==> config.mk <==
export PLATFORM = sky130hd
export DESIGN_NAME = mode_set
export DESIGN_NICKNAME = d
export VERILOG_FILES = /design/src/rtl/mode_set.sv
export SDC_FILE = /design/constraint.sdc
export NUM_CORES = 1
export LEC_CHECK = 0
export CORE_UTILIZATION = 53
export CTS_BUF_LIST = sky130_fd_sc_hd__clkbuf_4 sky130_fd_sc_hd__clkbuf_8 sky130_fd_sc_hd__clkbuf_16
export CTS_CLUSTER_SIZE = 14
export DETAILED_ROUTE_END_ITERATION = 10
export PLACE_DENSITY = 0.74
export SLEW_MARGIN = 20
export SYNTH_ARGS = -nofsm -noshare
export SYNTH_HDL_FRONTEND = slang
export SYNTH_SLANG_ARGS = --single-unit
==> constraint.sdc <==
create_clock -name CLK -period 2.25 [get_ports CLK]
set_clock_uncertainty 0.1 [all_clocks]
set_input_delay 0.45 -clock CLK [delete_from_list [all_inputs] [get_ports CLK]]
set_output_delay 0.45 -clock CLK [all_outputs]
set_load 0.05 [all_outputs]
==> src/rtl/mode_set.sv <==
// Mode selector: synchronizes and debounces the mode button, then steps a
// one-hot NORMAL -> TIMESET -> ALARMSET -> STOPWATCH cycle on each press.
module mode_set #(
    parameter int unsigned DEBOUNCE_CYCLES = 1
) (
    input  logic CLK,
    input  logic RST,
    input  logic SW_MODE,
    output logic TIMESET_RUN,
    output logic ALARMSET_RUN,
    output logic STOPWATCH_RUN
);

    localparam int unsigned CNT_W = 8;
    localparam logic [CNT_W-1:0] CNT_LAST = CNT_W'(DEBOUNCE_CYCLES - 1);

    typedef enum logic [3:0] {
        NORMAL    = 4'b0001,
        TIMESET   = 4'b0010,
        ALARMSET  = 4'b0100,
        STOPWATCH = 4'b1000
    } mode_e;

    logic             s1;
    logic             s2;
    logic             db;
    logic             db_d;
    logic [CNT_W-1:0] cnt;
    logic             press;
    mode_e            state_q;
    mode_e            state_d;

    // Two-flop synchronizer for the asynchronous button
    always_ff @(posedge CLK or negedge RST) begin
        if (!RST) begin
            s1 <= 1'b0;
            s2 <= 1'b0;
        end else begin
            s1 <= SW_MODE;
            s2 <= s1;
        end
    end

    // Level changes only after DEBOUNCE_CYCLES consecutive samples at the new level
    always_ff @(posedge CLK or negedge RST) begin
        if (!RST) begin
            db   <= 1'b0;
            cnt  <= '0;
            db_d <= 1'b0;
        end else begin
            db_d <= db;
            if (s2 != db) begin
                if (cnt == CNT_LAST) begin
                    db  <= s2;
                    cnt <= '0;
                end else begin
                    cnt <= cnt + CNT_W'(1);
                end
            end else begin
                cnt <= '0;
            end
        end
    end

    assign press = db & ~db_d;

    always_ff @(posedge CLK or negedge RST) begin
        if (!RST) begin
            state_q <= NORMAL;
        end else begin
            state_q <= state_d;
        end
    end

    always_comb begin
        state_d = state_q;
        if (press) begin
            unique case (state_q)
                NORMAL:    state_d = TIMESET;
                TIMESET:   state_d = ALARMSET;
                ALARMSET:  state_d = STOPWATCH;
                STOPWATCH: state_d = NORMAL;
                default:   state_d = NORMAL;
            endcase
        end
    end

    // Run enables are the state flops themselves
    assign TIMESET_RUN   = state_q[1];
    assign ALARMSET_RUN  = state_q[2];
    assign STOPWATCH_RUN = state_q[3];

endmodule

==> results.yml <==
logic_synthesis:
  yosysTopAreaCell: "dfrtp_1"
  synthFlopType: "dfrtp_1"
  seq_area_frac_synth: 0.552
  yosys.area.top_type_share: 0.515
  syn_nets: 68
  syn_area_sq_um: 728
  yosys_warnings: 0
  synth_cell_types: 26
  yosys-top-cells-count: "dfrtp_1, nor2_1, inv_1, nand3_1, o21ai_0"
  syn_avg_cell_area_sq_um: 11.6
  async_reset_ff_frac: 1.00
  synth_area_leaders: "dfrtp_1, o41ai_4, dfstp_2"
  synth_cells: 63
  synth.most_common_cell: "dfrtp_1"
  synth_edf_count: 0
  ys_ff_latch: 16
global_routing:
  grt_max_degree: 10
  antenna_found_initial: 0
  grt_pass1_vias: 449
  grt_pass1_wl_um: 1970
  overflow: 0
  grt_use_total: 0.199
min_path:
  hold_start: "s1$_DFF_PN0_"
  min_path_cells: 0
  hold_path_end: "s2$_DFF_PN0_"
  hold_class: "reg2reg"
placed_design:
  gp_congestion: 0.741
  hpwl_um: 911
  io_buffers: 5
critical_path:
  cp.depth: 1
  critical_path.top_delay_family: "buffers and inverters"
  cp-end-kind: "output port"
  startpoint_type: "flip-flop"
  timing.rr.start: "cnt[0]$_DFF_PN0_"
  arrival_ns: 1.57
  r2r_cells: 5
  worstPathCellList: "clkdlybuf4s50_1"
  crit_required_ns: 1.70
  r2r_end: "db$_DFFE_PN0P_"
  regToRegSetupSlack_ns: 0.38
  crit_type: "reg2out"
  cpMaxStageDelayCell: "clkdlybuf4s50_1"
  critPathMaxStageDelay_ns: 0.83
  cp_max_fo: 6
  critPathBufInv: 1
power:
  cellLeakagePower_nw: 0.361
  ir_drop_v: 0.000928
  p_per_area_nw_per_um2: 891
die:
  die_w_um: 39.1
  core_sq_um: 1190
  core.rowCount: 12
  boundaryPins: 6
  die_height_um: 39.1
  start_util: 0.614
  die-area_sq_um: 1530
run_status:
  status: "finished, final reports clean"
cts:
  cts_sinks: 16
  cts_buffer_depth: 2
  cts.htree.levels: 1
  ctsHoldBuffers: 0
  cts_tree: "done"
  post_cts_buffers: 0
  insertion_delay_ns: 0.29
  cts_buffers: 3
  clkTransAtPathRegs_ns: 0.09
  cts_resized: 0
  clock_tree.root_cell: "clkbuf_4"
finish:
  final_util: 0.704
  multiInputGateArea_sq_um: 307
  n_fill_cell: 85
  final_layout_size_suffix_gt1_frac: 0.125
  regArea_sq_um: 402
  fin_nets: 78
  num_antenna_cells: 0
  syn_to_final_growth_pct: 14.6
sta:
  worst_pin_slew_ns: 0.493
  rsz0062_at_grt: "false"
  maxSlewViolCount: 0
  setup_viol: 0
  post-route-period-util: 0.941
  hold_viol: 0
  tns_ns: 0
  maxSlewHeadroom: 0.670
  final.min_clock_period_ns: 2.12
  fmax_mhz: 472
job:
  cap_violations: 0
drt:
  wire_per_inst_um: 13.8
  drt_iter0_drc: 18
  viasPerCell: 5.58
  drc: 0
  ant_nets: 0
  vias: 480
  routed_wl_um: 1180
  first_pass_iters: 4
-- state kept, by name, summed over array words and instances, names as in the netlist --
register / flops
s1: 1
db: 1
state_q: 4
cnt: 8
db_d: 1
s2: 1
-- cells by family after synthesis --
| kind of cell | share of synthesized area |
|---|---|
| simple gates | 0.189 |
| compound gates | 0.122 |
| fa+ha+maj | 0.0344 |
| buf+inv | 0.0275 |
| xor+xnor | 0.0601 |
| flops | 0.552 |
| mux | 0.0155 |
-- how the worst max path moves through the flow --
stage               slack (ns)              to                   start
finish                    0.13    ALARMSET_RUN  state_q[2]$_DFFE_PN0P_
global route              0.08    ALARMSET_RUN  state_q[2]$_DFFE_PN0P_
CTS                       0.12    ALARMSET_RUN  state_q[2]$_DFFE_PN0P_
detailed placement        0.38  db$_DFFE_PN0P_        cnt[0]$_DFF_PN0_
global placement          0.46  db$_DFFE_PN0P_        cnt[0]$_DFF_PN0_
floorplan                 0.48  db$_DFFE_PN0P_        cnt[0]$_DFF_PN0_
-- metrics by stage --
stage | hold slack (ns) | area (sq um) | total power, mW | worst slack [ns] | std cells
4_1_cts | 0.263 | 835 | 0.751 | 0.125 | 86
3_3_place_gp | 0.234 | 798 | 0.553 | 0.456 | 82
2_1_floorplan | 0.0544 | 728 | 0.493 | 0.480 | 63
6_report | 0.259 | 835 | 0.744 | 0.133 | 86
3_5_place_dp | 0.240 | 798 | 0.561 | 0.385 | 82
5_1_grt | 0.276 | 835 | 0.780 | 0.0804 | 86
-- final cells by class --
type | instances | area share
flip-flops and latches | 16 | 0.481
multi-input cells | 42 | 0.367
repair buffers | 6 | 0.0690
clock buffers | 4 | 0.0435
well taps | 14 | 0.0210
inverters | 4 | 0.0180
-- report_power, final --
part | internal [mW] | switching [mW] | total (mW) | leakage [nW]
combinational | 0.0763 | 0.119 | 0.195 | 0.131
sequential | 0.326 | 0.0354 | 0.361 | 0.209
clock | 0.0986 | 0.0893 | 0.188 | 0.0210
total | 0.501 | 0.243 | 0.744 | 0.361
-- cells in the final DEF (no fill, tap or decap), types with 2 or more instances in the layout --
master,n
xnor2_1,2
o21ai_0,4
clkbuf_4,3
nand2_1,2
a21oi_1,3
ha_1,2
nand3_1,4
or3_1,3
nor2_1,5
and2_1,2
xor2_1,3
dfrtp_1,15
inv_1,4
clkdlybuf4s50_1,5
-- metal layers --
layer	up-vias	share of wire	GRT usage
li1	243	-	-
met3	2	0.031	0.0347
met5	-	0	0
met4	0	0.021	0.103
met1	222	0.51	0.266
met2	13	0.44	0.304
(Power assumes the default switching activity.)
